### config.mk
export PLATFORM = sky130hd
export DESIGN_NAME = hilo_sequencer
export DESIGN_NICKNAME = d
export VERILOG_FILES = /design/src/rtl/hilo_sequencer_pkg.sv /design/src/rtl/hilo_sequencer_latency.sv /design/src/rtl/hilo_sequencer.sv
export SDC_FILE = /design/constraint.sdc
export NUM_CORES = 1
export LEC_CHECK = 0
export ABC_AREA = 1
export CAP_MARGIN = 15
export CELL_PAD_IN_SITES_DETAIL_PLACEMENT = 1
export CELL_PAD_IN_SITES_GLOBAL_PLACEMENT = 2
export CORE_MARGIN = 8
export CORE_UTILIZATION = 32
export CTS_CLUSTER_SIZE = 30
export DETAILED_ROUTE_END_ITERATION = 10
export GPL_ROUTABILITY_DRIVEN = 0
export PLACE_DENSITY = 0.95
export RECOVER_POWER = 25
export SYNTH_ARGS = -nofsm -noshare
export SYNTH_HDL_FRONTEND = slang
export SYNTH_HIERARCHICAL = 1
export SYNTH_SLANG_ARGS = --single-unit
### constraint.sdc
create_clock -name Clk -period 5.7 [get_ports Clk]
set_input_delay 1.71 -clock Clk [delete_from_list [all_inputs] [get_ports Clk]]
set_output_delay 1.71 -clock Clk [all_outputs]
set_load 0.05 [all_outputs]
### src/rtl/hilo_sequencer_pkg.sv
// Shared processor definitions: HI/LO operation codes, sequencer state
// encodings and the 64-bit accumulate helper used by the execute stage.
package hilo_sequencer_pkg;

    localparam int unsigned CNT_W = 4;

    typedef enum logic [2:0] {
        OP_MULT = 3'd0,
        OP_MADD = 3'd1,
        OP_MSUB = 3'd2,
        OP_MTHI = 3'd3,
        OP_MTLO = 3'd4
    } op_e;

    typedef enum logic [1:0] {
        ST_IDLE  = 2'd0,
        ST_WAIT  = 2'd1,
        ST_ACCUM = 2'd2,
        ST_DONE  = 2'd3
    } state_e;

    function automatic logic is_mul_op(input logic [2:0] op);
        return (op == OP_MULT) || (op == OP_MADD) || (op == OP_MSUB);
    endfunction

    // Only MADD adds; every other latched op reaching ACCUM is MSUB.
    function automatic logic [63:0] hilo_accumulate(input op_e op,
                                                    input logic [63:0] acc,
                                                    input logic [63:0] prod);
        return (op == OP_MADD) ? acc + prod : acc - prod;
    endfunction

endpackage

### src/rtl/hilo_sequencer_latency.sv
// Loadable down-counter that times the ALU multiply latency.
module latency_counter
    import hilo_sequencer_pkg::*;
(
    input  logic             clk,
    input  logic             reset,
    input  logic             load,
    input  logic             dec,
    input  logic [CNT_W-1:0] load_value,
    output logic             zero
);

    logic [CNT_W-1:0] count;

    always_ff @(posedge clk) begin
        if (reset) begin
            count <= '0;
        end else if (load) begin
            count <= load_value;
        end else if (dec && (count != '0)) begin
            count <= count - 1'b1;
        end
    end

    assign zero = (count == '0);

endmodule

### src/rtl/hilo_sequencer.sv
// HI/LO register sequencer: stalls the pipeline while a multi-cycle
// multiply settles, then loads or accumulates the product into HI/LO.
module hilo_sequencer
    import hilo_sequencer_pkg::*;
#(
    parameter int unsigned MUL_LATENCY = 4
)
(
    input  logic        Clk,
    input  logic        Reset,
    input  logic        StartIn,
    input  logic [2:0]  OpIn,
    input  logic [31:0] DataIn,
    input  logic [63:0] ALUResultIn,
    input  logic        FlushIn,
    output logic        StallOut,
    output logic        DoneOut,
    output logic [31:0] HiOut,
    output logic [31:0] LoOut
);

    localparam logic [CNT_W-1:0] LOAD_VALUE = CNT_W'(MUL_LATENCY - 1);

    state_e      state;
    state_e      state_next;
    op_e         op_q;
    logic [63:0] prod_q;
    logic [63:0] hilo_q;
    logic [63:0] hilo_d;

    logic hilo_we;
    logic hi_we;
    logic lo_we;
    logic op_load;
    logic prod_load;
    logic cnt_load;
    logic cnt_dec;
    logic cnt_zero;

    latency_counter u_latency_counter (
        .clk        (Clk),
        .reset      (Reset),
        .load       (cnt_load),
        .dec        (cnt_dec),
        .load_value (LOAD_VALUE),
        .zero       (cnt_zero)
    );

    always_ff @(posedge Clk) begin
        if (Reset) begin
            state <= ST_IDLE;
        end else begin
            state <= state_next;
        end
    end

    always_comb begin
        state_next = state;
        hilo_d     = hilo_q;
        hilo_we    = 1'b0;
        hi_we      = 1'b0;
        lo_we      = 1'b0;
        op_load    = 1'b0;
        prod_load  = 1'b0;
        cnt_load   = 1'b0;
        cnt_dec    = 1'b0;
        StallOut   = 1'b0;
        DoneOut    = 1'b0;

        unique case (state)
            ST_IDLE, ST_DONE: begin
                DoneOut    = (state == ST_DONE);
                state_next = ST_IDLE;
                if (!FlushIn && StartIn) begin
                    if (is_mul_op(OpIn)) begin
                        op_load    = 1'b1;
                        cnt_load   = 1'b1;
                        state_next = ST_WAIT;
                    end else if (OpIn == OP_MTHI) begin
                        hi_we = 1'b1;
                    end else if (OpIn == OP_MTLO) begin
                        lo_we = 1'b1;
                    end
                end
            end

            ST_WAIT: begin
                StallOut = 1'b1;
                if (FlushIn) begin
                    state_next = ST_IDLE;
                end else if (cnt_zero) begin
                    if (op_q == OP_MULT) begin
                        hilo_d     = ALUResultIn;
                        hilo_we    = 1'b1;
                        state_next = ST_DONE;
                    end else begin
                        prod_load  = 1'b1;
                        state_next = ST_ACCUM;
                    end
                end else begin
                    cnt_dec = 1'b1;
                end
            end

            ST_ACCUM: begin
                StallOut = 1'b1;
                if (FlushIn) begin
                    state_next = ST_IDLE;
                end else begin
                    hilo_d     = hilo_accumulate(op_q, hilo_q, prod_q);
                    hilo_we    = 1'b1;
                    state_next = ST_DONE;
                end
            end

            default: state_next = ST_IDLE;
        endcase
    end

    // Full 64-bit writes and the MTHI/MTLO half writes are mutually exclusive by state.
    always_ff @(posedge Clk) begin
        if (Reset) begin
            hilo_q <= '0;
            prod_q <= '0;
            op_q   <= OP_MULT;
        end else begin
            if (op_load) begin
                op_q <= op_e'(OpIn);
            end
            if (prod_load) begin
                prod_q <= ALUResultIn;
            end
            if (hilo_we) begin
                hilo_q <= hilo_d;
            end else begin
                if (hi_we) begin
                    hilo_q[63:32] <= DataIn;
                end
                if (lo_we) begin
                    hilo_q[31:0] <= DataIn;
                end
            end
        end
    end

    assign HiOut = hilo_q[63:32];
    assign LoOut = hilo_q[31:0];

endmodule

==> impl_results.md <==
* Status: complete, but fails checks
* Failing checks: max-capacitance violations, max-slew violations
* Total core area at 43200 um^2
* CP dominant cell by count: nand2_1
* Hold buffer count at CTS at 0
* Worst EP required at 6070 ps
* Initial Utilization at 32.4%
* Pwr/cell area at 174 nW/um^2
* GRT Util Overall at 27.1%
* # nets final at 2854
* Post-Synthesis Cell Area at 14000 um^2
* Fin crit period at 4340 ps
* Fmax at 230 MHz
* CP delay by family, top: simple AND/OR/NAND/NOR gates
* Worst Skew at 15.6 ps
* Core Util, Final at 39.1%
* Via count at 16932
* Drt wl/cell at 21.5 um
* Cts repair resizes at 0
* Share of cells above drive strength 1 at 3.20%
* Vias in the first global route at 16955
* Clock sink count at 137
* Final Setup Violations at 0
* Switching pwr at 1.02 mW
* Grt ovf at 0
* Sequential fraction of the synthesis area at 19.6%
* Largest net degree at the start of global routing at 130
* Die Y at 225 um
* DRC errors left at 0
* RSZ-0062 raised after global routing: no
* Crit share post-route at 76.1%
* Initial antenna violation count at 0
* Final Hold Viols at 0
* Worst Setup Start Kind: flip-flop
* Filler cell count at 5944
* Worst Path Buf+Inv at 3
* Synth-to-Final Area Change at 20.6%
* Chip Width at 225 um
* H-tree Lvls at 4
* I/O pin cnt at 169
* Register area at 2740 um^2
* Sw Share at 34.9%
* Worst-path clk slew at 60 ps
* HPWL after DPL at 58600 um
* Vias/cell at 5.18
* Clock buffer count from CTS at 17
* Async SR Flop Fraction at 0%
* Critical-path top delay cell: a21oi_1
* Worst EP arrival at 4700 ps
* Number of DRC violations after detailed-routing iteration 0 at 1412
* Multi-input gate area at 9190 um^2
* Max-slew violations at 82
* Leak at 9.04 nW
* Final Power at 2.94 mW
* Placed cells at 3235
* Drt total wl at 70300 um
* Cell Rows at 76
* Worst path max stage delay at 500 ps
* VDD IR-drop max at 0.157 mV
* Primary FF master, synth: dfxtp_1
* WS Path Type: flip-flop to flip-flop
* Pint at 1.91 mW
* Seq cells post-synth at 137
* Diodes inserted at 0
* CP max FO at 5
* Logic gate share of total power at 25.1%
* First-pass GRT wire length at 104000 um
* Critical path endpoint category: flip-flop
* Cells after Synth at 2540
* Hold WC Path Type: flip-flop to flip-flop
* Total negative slack at 0 ps
* Slew HR at -24.5%
* Sequential share of power at 33.8%
* EDFF count, synth at 0
* Synth Area per Inst at 5.51 um^2
* Port bufs at 168
* Root Driver: clkbuf_16
* Clk_lat worst skew at 460 ps
* Final std cells w/o fill at 3269
* Clock network fraction of design power at 41.1%
* Final hold slack at 501 ps
* Drt first pass iters at 5
* Clock tree buffer depth at 2
* Max_cap viols at 2
* Area of the die at 50700 um^2
* CTS tree: built
* Synth warn at 6
* Worst-margin pin slew at 1870 ps
* Post-CTS setup buffer count at 0
* CP cell instances: inv_1, nand3_1, nor2_2, nand2_1, nor2_1, a21oi_1, nor2_1, xor2_1, ha_1, nand2_1, nor2_1, nand2_1, inv_1, nand2_1, inv_1, a21oi_1, nand3_1, nand3_1, nand2_1, a21oi_1
* Antenna Violating Nets Remaining at 0
* Synth cell types at 48
-- worst paths after layout --
path / to / slack [ps] / cells after the start / startpoint
worst max register to register: hilo_q[63]$_SDFFE_PP0P_ / 1360 / 20 / prod_q[2]$_SDFFE_PP0P_
worst min register to register: prod_q[56]$_SDFFE_PP0P_ / 500 / 2 / prod_q[56]$_SDFFE_PP0P_
worst min-delay path: prod_q[56]$_SDFFE_PP0P_ / 500 / 2 / prod_q[56]$_SDFFE_PP0P_
worst max-delay path: hilo_q[63]$_SDFFE_PP0P_ / 1360 / 20 / prod_q[2]$_SDFFE_PP0P_
-- stage by stage --
| step | cell area (um^2) | setup WS, ps |
|---|---|---|
| 5_1_grt | 16900 | 1130 |
| 2_1_floorplan | 14000 | 2620 |
| 3_5_place_dp | 16200 | 1390 |
| 6_report | 16900 | 1360 |
| 3_3_place_gp | 16200 | 1510 |
| 4_1_cts | 16900 | 1440 |
-- power groups by stage --
| stage | combinational [mW] | clock (mW) | sequential, mW |
|---|---|---|---|
| global route | 0.780 | 1.25 | 0.992 |
| detailed placement | 0.714 | 0 | 1.01 |
| floorplan | 0.364 | 0 | 1.04 |
| global placement | 0.701 | 0 | 1.01 |
| CTS | 0.720 | 1.21 | 0.992 |
| finish | 0.738 | 1.21 | 0.992 |
-- registers in the layout, indices dropped and copies added (netlist names) --
register	count
hilo_q	64
op_q	3
prod_q	64
state	2
u_latency_counter/count	4
-- synth_stat cells, drive strengths merged (2+ instances only) --
| cell type | n | area share (%) |
|---|---|---|
| a211oi | 3 | 0.25 |
| a21oi | 255 | 9.1 |
| a31oi | 6 | 0.27 |
| buf | 19 | 0.64 |
| clkbuf | 52 | 1.4 |
| conb | 2 | 0.054 |
| dfxtp | 137 | 20 |
| ha | 79 | 7.1 |
| inv | 479 | 13 |
| nand2 | 749 | 20 |
| nand3 | 111 | 4.1 |
| nand3b | 3 | 0.25 |
| nand4 | 17 | 0.76 |
| nor2 | 295 | 8.2 |
| nor3 | 35 | 1.6 |
| nor4 | 6 | 0.27 |
| o211ai | 2 | 0.11 |
| o21ai | 188 | 6.8 |
| o21bai | 2 | 0.11 |
| o31ai | 4 | 0.31 |
| xnor2 | 17 | 1.1 |
| xor2 | 71 | 4.4 |
-- cells by family after synthesis --
logic type      share of synthesized area, %
compound gates                          17.3
xor+xnor                                5.50
fa+ha+maj                               7.20
buf+inv                                 14.9
other cells                           0.0536
simple gates                            35.4
flops                                   19.6
-- layout make-up --
cell class	instances	share of cell area [%]
Inverter	480	10.7
Clock buffer	17	2.52
Multi-Input combinational cell	1854	54.4
Clock inverter	15	1.12
Tap cell	585	4.33
Timing Repair Buffer	181	10.7
Sequential cell	137	16.2
-- layer usage --
layer / vias to the layer above / part of all wire, % / GRT usage [%]
met2: 573 / 45 / 43.7
met4: 0 / 5.8 / 14.4
met5: - / 0 / 0
met3: 148 / 6.1 / 3.46
li1: 8148 / - / -
met1: 8063 / 43 / 35.1
-- worst register-to-register path, stage by stage, from the launching register on --
cell	delay (ps)
dfxtp_1	360
inv_1	90
nand3_1	160
nor2_2	220
nand2_1	180
nor2_1	400
a21oi_1	200
nor2_1	250
xor2_1	450
ha_1	390
nand2_1	160
nor2_1	90
nand2_1	140
inv_1	80
nand2_1	90
inv_1	40
a21oi_1	500
nand3_1	150
nand3_1	100
nand2_1	60
a21oi_1	140
-- cells in the final DEF, fill, tap and decap left out, types with 3 or more instances in the layout --
cell type and instances:
xnor2_1 17, nor3_1 29, nor2_1 285, xor2_1 71, bufinv_16 3, inv_1 469, dfxtp_1 137, o21ai_1 9
nand4_1 17, nand3_2 3, clkinv_4 5, ha_1 78, a21oi_1 255, o21ai_0 177, nand2_2 4, buf_4 9
nand2_1 743, inv_6 4, nand3_1 107, nor2_4 5, o31ai_1 3, inv_2 8, clkdlybuf4s50_1 166, nor3_2 4
conb_1 4, nor2_2 5, a31oi_1 6, clkbuf_16 17, nor4_1 6
Note: power is estimated with default switching activity, not from simulation.
